$ cat config.mk
export PLATFORM = sky130hd
export DESIGN_NAME = rs_enc_seq
export DESIGN_NICKNAME = d
export VERILOG_FILES = /design/src/rtl/rs_enc_seq.sv
export SDC_FILE = /design/constraint.sdc
export NUM_CORES = 1
export LEC_CHECK = 0
export ABC_AREA = 1
export BUFFER_PORTS_ARGS = -buffer_cell sky130_fd_sc_hd__buf_4
export CORE_UTILIZATION = 54
export CTS_BUF_LIST = sky130_fd_sc_hd__clkbuf_2
export CTS_CLUSTER_SIZE = 40
export DETAILED_ROUTE_END_ITERATION = 10
export GPL_ROUTABILITY_DRIVEN = 0
export PLACE_DENSITY = 0.87
export SYNTH_ARGS = -nofsm -noshare
export SYNTH_HDL_FRONTEND = slang
export SYNTH_SLANG_ARGS = --single-unit
$ cat constraint.sdc
create_clock -name clk -period 4.4 [get_ports clk]
set_clock_uncertainty 0.15 [all_clocks]
set_input_delay 0 -clock clk [delete_from_list [all_inputs] [get_ports clk]]
set_output_delay 0 -clock clk [all_outputs]
set_load 0.05 [all_outputs]
$ cat src/rtl/rs_enc_seq.sv
// rs_enc_seq: sequencer for a systematic RS(N,K) GF(2^8) encoder. It drives an external LFSR divider.
// Optional macro RS_ENC_SHORTEN_EN: msg_eop on an accepted symbol ends the message early.
module rs_enc_seq #(
  parameter int N = 255,
  parameter int K = 239
) (
  input  logic       clk,
  input  logic       rst_n,
  input  logic       abort,
  input  logic       msg_valid,
  input  logic [7:0] msg_data,
  input  logic       msg_eop,
  output logic       msg_ready,
  output logic [7:0] div_din,
  output logic       div_fb_en,
  output logic       div_en,
  output logic       div_clr,
  input  logic [7:0] par_data,
  output logic       code_valid,
  output logic [7:0] code_data,
  output logic       code_sop,
  output logic       code_eop,
  input  logic       out_ready,
  output logic       state_dbg
);
  localparam int P = N - K;
  localparam logic [7:0] LAST_MSG = 8'(K - 1);
  localparam logic [7:0] LAST_PAR = 8'(P - 1);

  typedef enum logic {ST_MSG = 1'b0, ST_PAR = 1'b1} state_e;

  state_e     state_q, state_d;
  logic [7:0] cnt_q, cnt_d;
  logic       code_valid_q, code_valid_d;
  logic [7:0] code_data_q, code_data_d;
  logic       code_sop_q, code_sop_d;
  logic       code_eop_q, code_eop_d;
  logic       adv, accept, msg_last;

  // Handshakes: a message symbol moves when msg_valid & msg_ready; a codeword symbol
  // moves when code_valid & out_ready, and code_* hold steady while valid and not ready.
  assign adv = out_ready | ~code_valid_q;

`ifdef RS_ENC_SHORTEN_EN
  assign msg_last = (cnt_q == LAST_MSG) | msg_eop;
`else
  logic unused_msg_eop;
  assign unused_msg_eop = msg_eop;
  assign msg_last = (cnt_q == LAST_MSG);
`endif

  always_comb begin
    msg_ready = 1'b0;
    accept    = 1'b0;
    div_din   = 8'h00;
    div_fb_en = 1'b0;
    div_en    = 1'b0;
    div_clr   = abort;
    if (state_q == ST_MSG) begin
      msg_ready = adv & ~abort;
      accept    = msg_ready & msg_valid;
      div_fb_en = 1'b1;
      div_en    = accept;
      div_din   = accept ? msg_data : 8'h00;
    end else begin
      // Zero input with feedback gated flushes the remainder out, top register first.
      div_en = adv & ~abort;
    end
  end

  always_comb begin
    state_d      = state_q;
    cnt_d        = cnt_q;
    code_valid_d = code_valid_q;
    code_data_d  = code_data_q;
    code_sop_d   = code_sop_q;
    code_eop_d   = code_eop_q;
    if (abort) begin
      state_d      = ST_MSG;
      cnt_d        = 8'd0;
      code_valid_d = 1'b0;
      code_sop_d   = 1'b0;
      code_eop_d   = 1'b0;
    end else if (state_q == ST_MSG) begin
      if (accept) begin
        code_data_d  = msg_data;
        code_sop_d   = (cnt_q == 8'd0);
        code_eop_d   = 1'b0;
        code_valid_d = 1'b1;
        cnt_d        = cnt_q + 8'd1;
        if (msg_last) begin
          cnt_d   = 8'd0;
          state_d = ST_PAR;
        end
      end else if (adv) begin
        code_valid_d = 1'b0;
      end
    end else if (adv) begin
      code_data_d  = par_data;
      code_valid_d = 1'b1;
      code_sop_d   = 1'b0;
      code_eop_d   = (cnt_q == LAST_PAR);
      cnt_d        = cnt_q + 8'd1;
      if (cnt_q == LAST_PAR) begin
        cnt_d   = 8'd0;
        state_d = ST_MSG;
      end
    end
  end

  always_ff @(posedge clk) begin
    if (!rst_n) begin
      state_q      <= ST_MSG;
      cnt_q        <= 8'd0;
      code_valid_q <= 1'b0;
      code_data_q  <= 8'h00;
      code_sop_q   <= 1'b0;
      code_eop_q   <= 1'b0;
    end else begin
      state_q      <= state_d;
      cnt_q        <= cnt_d;
      code_valid_q <= code_valid_d;
      code_data_q  <= code_data_d;
      code_sop_q   <= code_sop_d;
      code_eop_q   <= code_eop_d;
    end
  end

  assign code_valid = code_valid_q;
  assign code_data  = code_data_q;
  assign code_sop   = code_sop_q;
  assign code_eop   = code_eop_q;
  assign state_dbg  = state_q;

endmodule

==> metrics, run 1 <==
final core occ=86.8%; family with the most delay on the worst path=flip-flops; Setup crit start kind=register; setup violators final=0; Hold Vio Cnt, Final=0; Die Area=2370 um^2; most frequent cells in the layout=nand2_1, buf_4, nor2_1, inv_1, dlygate4sd3_1; clock share of power=20.1%; Seq/Total Area, Yosys=34.0%; Critical Path Max Stage Delay=0.85 ns; Setup CP Type=register to register; Core Area=2000 um^2; Lkg Pwr=0.881 nW; area grow syn2layout=47.5%; VDD IR max=177 uV; Synth Cell Area=1180 um^2; Max Buffers Root-to-Sink=2; Ys Warns=0; first-pass GRT wire length=6.17 mm; drt total wl=3.90 mm; Pwr Density=217 nW/um^2; Worst Hold Class=primary input to output pin; Initial Utilization=58.8%; status=finished clean; Tcrit/Tclk final=60.1%; crit-path cells=inv_2 -> nand4_4 -> nand2_4 -> nand2_4 -> nand2_1 -> nand2_1 -> nor2_1 -> dlygate4sd3_1; Worst Tran Pin Value=0.754 ns; wire per inst=14.0 um; worst path arrival time=2.71 ns; n_diodes=0; Power Internal=0.250 mW; FMAX=378 MHz; layout cells sized above 1=22.2%; Post-CTS Resized=0; min cycle time layout=2.64 ns; Fin Setup TNS=0 ns; routed vias/inst=5.38; Remaining Overflow, GRT=0; Synthesized Nets=214; Slew Viols, Final=0; Routed Antenna Nets=0; Worst-path clk slew=0.19 ns; RSZ-0062 raised after global routing=false; Skew-Pair Late Insertion Delay=0.31 ns; Worst slew margin=49.7%; FF+latch count, synth=20; DR iter-0 viols=67; Pwr Total=0.377 mW; Worst Path Buf+Inv=2; hold_buf cts=22; Yosys cell types=21; Switching Share=33.6%; count of input and output buffers=44; CTS tree=done; sw power=0.126 mW; fillcell total=113; CTS H-tree depth=1; root buffer cell=clkbuf_2; Detailed Place HPWL=2.00 mm; most common cell after layout, fill and taps aside=nand2_1; crit-path max FO=23; Setup Fix Bufs, Post-CTS=0; Rows=16; Via Count=1500; die width=48.7 um; Required @ worst endpoint=4.47 ns; die height=48.7 um; initial antenna violation count=0; CP Capture Type=register; detailed-router iteration count before antenna repair=5; Syn Area/Cell=6.23 um^2; max-cap viol count=0; clk sink count=20; residual DRC count=0; largest net degree at the start of global routing=24; NumNets Final=278; Total GRT Usage=33.4%; Crit-path slowest cell=dfxtp_1; Reg power frac=50.5%; Top Ports=46; combinational power share=29.4%; vias in the first global route=1393; Mapped Cells=189; TritonCTS Buffers=3; Min Hold Slack=0.234 ns
## final timing paths
check	slack, ns	cells past startpoint	from	to
min	0.23	4	msg_data[5]	div_din[5]
min reg2reg	0.37	2	code_eop$_SDFFE_PP0P_	code_eop$_SDFFE_PP0P_
max reg2reg	1.76	8	state_dbg$_SDFF_PP0_	code_data[4]$_SDFFE_PN0P_
max	1.76	8	state_dbg$_SDFF_PP0_	code_data[4]$_SDFFE_PN0P_
## area by class of cell
| class | count | area [um^2] | area share [%] |
|---|---|---|---|
| Inverter | 27 | 101 | 5.84 |
| Clock buffer | 3 | 15.0 | 0.865 |
| Clock inverter | 1 | 3.75 | 0.216 |
| Timing Repair Buffer | 66 | 551 | 31.7 |
| Multi-Input combinational cell | 135 | 632 | 36.4 |
| Tap cell | 27 | 33.8 | 1.95 |
| Sequential cell | 20 | 400 | 23.1 |
## synthesized netlist by cell type
library cell	count	area, um^2
inv_1	23	86.3
nand3_1	14	70.1
nand2_4	3	33.8
a21oi_1	10	50.1
nor3_1	2	10.0
buf_4	2	15.0
clkbuf_1	2	7.51
ha_1	3	37.5
o21ai_1	1	5.00
nand2_2	1	6.26
nand4_1	1	6.26
buf_6	1	11.3
a31oi_1	1	6.26
inv_2	4	15.0
dfxtp_1	20	400
nor2_1	39	146
buf_2	2	10.0
nand2_1	49	184
o21ai_0	8	40.0
nand3b_1	2	15.0
nand4_4	1	21.3
## power by group through the flow
stage          sequential, mW  combinational, mW  clock (mW)
3_3_place_gp            0.193             0.0892           0
4_1_cts                 0.190              0.105      0.0794
6_report                0.190              0.111      0.0757
3_5_place_dp            0.193             0.0903           0
5_1_grt                 0.191              0.117      0.0838
2_1_floorplan           0.208             0.0448           0
## flip-flops by register name, indices dropped and copies added (netlist names)
| signal | cells |
|---|---|
| cnt_q | 8 |
| code_data | 8 |
| code_eop | 1 |
| code_sop | 1 |
| code_valid | 1 |
| state_dbg | 1 |
## kinds of logic (layout without fill, tap and decap cells)
kind of cell / count (synthesis) / after routing / share of synthesized area (%)
AO/OA/AOI/OAI: 20 / 20 / 8.61
adder cells (fa/ha/maj): 3 / 3 / 3.19
buffers and inverters: 34 / 97 / 12.3
flip-flops: 20 / 20 / 34.0
AND/OR/NAND/NOR: 112 / 112 / 41.9
## metrics by stage
step | cells | instance area [um^2] | worst slack, ns
after floorplan | 189 | 1180 | 2.40
after global placement | 253 | 1500 | 2.46
after detailed placement | 253 | 1500 | 2.43
after CTS | 279 | 1740 | 1.88
after global routing | 279 | 1740 | 1.60
final | 279 | 1740 | 1.76
## per-layer routing
metal,vias up,global-route usage (%),share of wire (%)
li1,712,-,-
met1,679,35.8,38
met2,91,62.7,52
met3,18,4.40,6.1
met4,0,17.6,3.6
met5,-,0,0
## worst min-delay path, cell delays in order
cell and delay, ns:
buf_4 0.11, inv_1 0.05, nor2_1 0.04, buf_4 0.18
(Power assumes the default switching activity.)
==> run 2: changes to the inputs <==
Settings changed: CORE_UTILIZATION 54 to 50, PLACE_DENSITY 0.87 to 0.82.
Clock period 4.4 ns to 2.48 ns, I/O delays scaled along.
==> run 2 against run 1 <==
Utilization down 8.9 points; critical endpoint is now code_data[0]$_SDFFE_PN0P_; global-route usage decreased by 5.5 points; total power up 75%; highest routed layer unchanged; sequential cell count did not move; register-to-register slack worse by 1.4 ns; sequential power grew 77%; count of clock-buffer cells in the layout is the same; combinational power up 70%; via count decreased by 8.2%.
==> metrics, run 2 (same netlist as run 1, synthesis figures left out) <==
FMAX=467 MHz (was 378 MHz); Die Area=2550 um^2 (was 2370 um^2); detailed-router iteration count before antenna repair=4 (was 5); Via Count=1377 (was 1500); TritonCTS Buffers=3 (unchanged); area of the multi-input gates=632 um^2 (unchanged); Worst-path clk slew=0.18 ns (was 0.19 ns); Core Area=2210 um^2 (was 2000 um^2); Rows=17 (was 16); residual DRC count=0 (unchanged); Hold Vio Cnt, Final=0 (unchanged); Initial Utilization=53.2% (was 58.8%); Routed Antenna Nets=0 (unchanged); Total GRT Usage=27.9% (was 33.4%); Worst Hold Class=primary input to output pin (unchanged); Max Buffers Root-to-Sink=2 (unchanged); Worst slew margin=82.4% (was 49.7%); wl on met1=1.35 mm (was 1.50 mm); DR WL met2=1.77 mm (was 2.02 mm); Lkg Pwr=0.872 nW (was 0.881 nW); first-pass GRT wire length=5.35 mm (was 6.17 mm); crit-path max FO=18 (was 23); Detailed Place HPWL=2.15 mm (was 2.00 mm); Remaining Overflow, GRT=0 (unchanged); vias in the first global route=1254 (was 1393); area grow syn2layout=46.2% (was 47.5%); Power Internal=0.441 mW (was 0.250 mW); Reg power frac=51.0% (was 50.5%); Required @ worst endpoint=2.57 ns (was 4.47 ns); VDD IR max=412 uV (was 177 uV); RSZ-0062 raised after global routing=false (unchanged); drt total wl=3.36 mm (was 3.90 mm); worst path arrival time=2.23 ns (was 2.71 ns); fillcell total=160 (was 113); storage element area=400 um^2 (unchanged); setup violators final=0 (unchanged); Setup crit start kind=register (unchanged); Detail Route met3 WL=158 um (was 237 um); Slew Viols, Final=0 (unchanged); root buffer cell=clkbuf_2 (unchanged); DR iter-0 viols=32 (was 67); final core occ=77.8% (was 86.8%); crit-path cells=inv_2 -> nand4_4 -> nand2_4 -> nand2_4 -> nor2_1 -> nor2_1 -> dlygate4sd3_1 (was inv_2 -> nand4_4 -> nand2_4 -> nand2_4 -> nand2_1 -> nand2_1 -> nor2_1 -> dlygate4sd3_1); die width=50.5 um (was 48.7 um); layout cells sized above 1=22.8% (was 22.2%); wire per inst=12.1 um (was 14.0 um); CP Capture Type=register (unchanged); CTS H-tree depth=1 (unchanged); status=finished clean (unchanged); max-cap viol count=0 (unchanged); Skew-Pair Late Insertion Delay=0.32 ns (was 0.31 ns); sw power=0.219 mW (was 0.126 mW); min cycle time layout=2.14 ns (was 2.64 ns); initial antenna violation count=0 (unchanged); Worst Tran Pin Value=0.263 ns (was 0.754 ns); Crit-path slowest cell=dlygate4sd3_1 (was dfxtp_1); Tcrit/Tclk final=86.3% (was 60.1%); CTS tree=done (unchanged); largest net degree at the start of global routing=19 (was 24); Pwr Density=383 nW/um^2 (was 217 nW/um^2); n_diodes=0 (unchanged); R2R Setup Slk=0.34 ns (was 1.76 ns); Setup CP Type=register to register (unchanged); Top Ports=46 (unchanged); Switching Share=33.1% (was 33.6%); routed vias/inst=4.95 (was 5.38); combinational power share=28.7% (was 29.4%); Fin Setup TNS=0 ns (unchanged); count of input and output buffers=44 (unchanged); Critical Path Max Stage Delay=0.54 ns (was 0.85 ns); DR top layer=met4 (unchanged); Setup Fix Bufs, Post-CTS=0 (unchanged); clock share of power=20.2% (was 20.1%); NumNets Final=277 (was 278); die height=50.5 um (was 48.7 um); clk sink count=20 (unchanged); most common cell after layout, fill and taps aside=nand2_1 (unchanged); most frequent cells in the layout=nand2_1, buf_4, nor2_1, inv_1 (was nand2_1, buf_4, nor2_1, inv_1, dlygate4sd3_1)
[run 2: changes by cell type in the layout (fill, tap and decap cells not counted), sizes merged]
| cell | previous run | this run |
|---|---|---|
| dlygate4sd3 | 22 | 20 |
| buf | 44 | 45 |
| clkinv | 1 | 0 |
[run 2: metrics by stage]
| stage | setup WS, ns | area, um^2 | total power [mW] | cells | hold slack, ns |
|---|---|---|---|---|---|
| after floorplan | 0.484 | 1180 | 0.449 | 189 | 0.0135 |
| after global placement | 0.829 | 1510 | 0.501 | 255 | 0.122 |
| after detailed placement | 0.760 | 1510 | 0.504 | 255 | 0.123 |
| after CTS | 0.352 | 1720 | 0.655 | 278 | 0.229 |
| after global routing | 0.226 | 1720 | 0.684 | 278 | 0.255 |
| final | 0.340 | 1720 | 0.659 | 278 | 0.240 |
[run 2: area by class of cell]
type	instances	share of cell area, %
clock buffer	3	0.872
inverter	27	5.89
multi-input combinational	135	36.7
sequential	20	23.3
tap	28	2.03
timing repair buffer	65	31.3
[run 2: metal layers]
metal	global-route usage, %	vias to the layer above
li1	-	707
met1	31.7	622
met4	14.8	0
met3	3.94	9
met2	50.0	39
met5	0	-
[run 2: worst paths after layout]
| path | end | startpoint | cells past startpoint |
|---|---|---|---|
| setup reg to reg | code_data[0]$_SDFFE_PN0P_ | state_dbg$_SDFF_PP0_ | 7 |
| hold / removal | div_din[6] | msg_data[6] | 4 |
| hold reg to reg | code_eop$_SDFFE_PP0P_ | code_eop$_SDFFE_PP0P_ | 2 |
| setup / recovery | code_data[0]$_SDFFE_PN0P_ | state_dbg$_SDFF_PP0_ | 7 |
[run 2: repair_timing]
| item | 4_1_cts | 5_1_grt |
|---|---|---|
| resized for setup | 0 | 0 |
| hold buffers | 20 | 0 |
| hold endpoints to repair | 12 | 0 |
[run 2: critical path, delay by kind of cell, from the launching register on]
kind	cells	cell delay, ns
simple gates	5	0.84
flops	1	0.41
buf+inv	2	0.65
[run 2: power groups by stage]
stage | clock [mW] | combinational, mW | sequential (mW)
after floorplan | 0 | 0.0795 | 0.370
after detailed placement | 0 | 0.161 | 0.343
after global placement | 0 | 0.158 | 0.343
after CTS | 0.132 | 0.186 | 0.336
final | 0.133 | 0.189 | 0.337
after global routing | 0.145 | 0.201 | 0.338
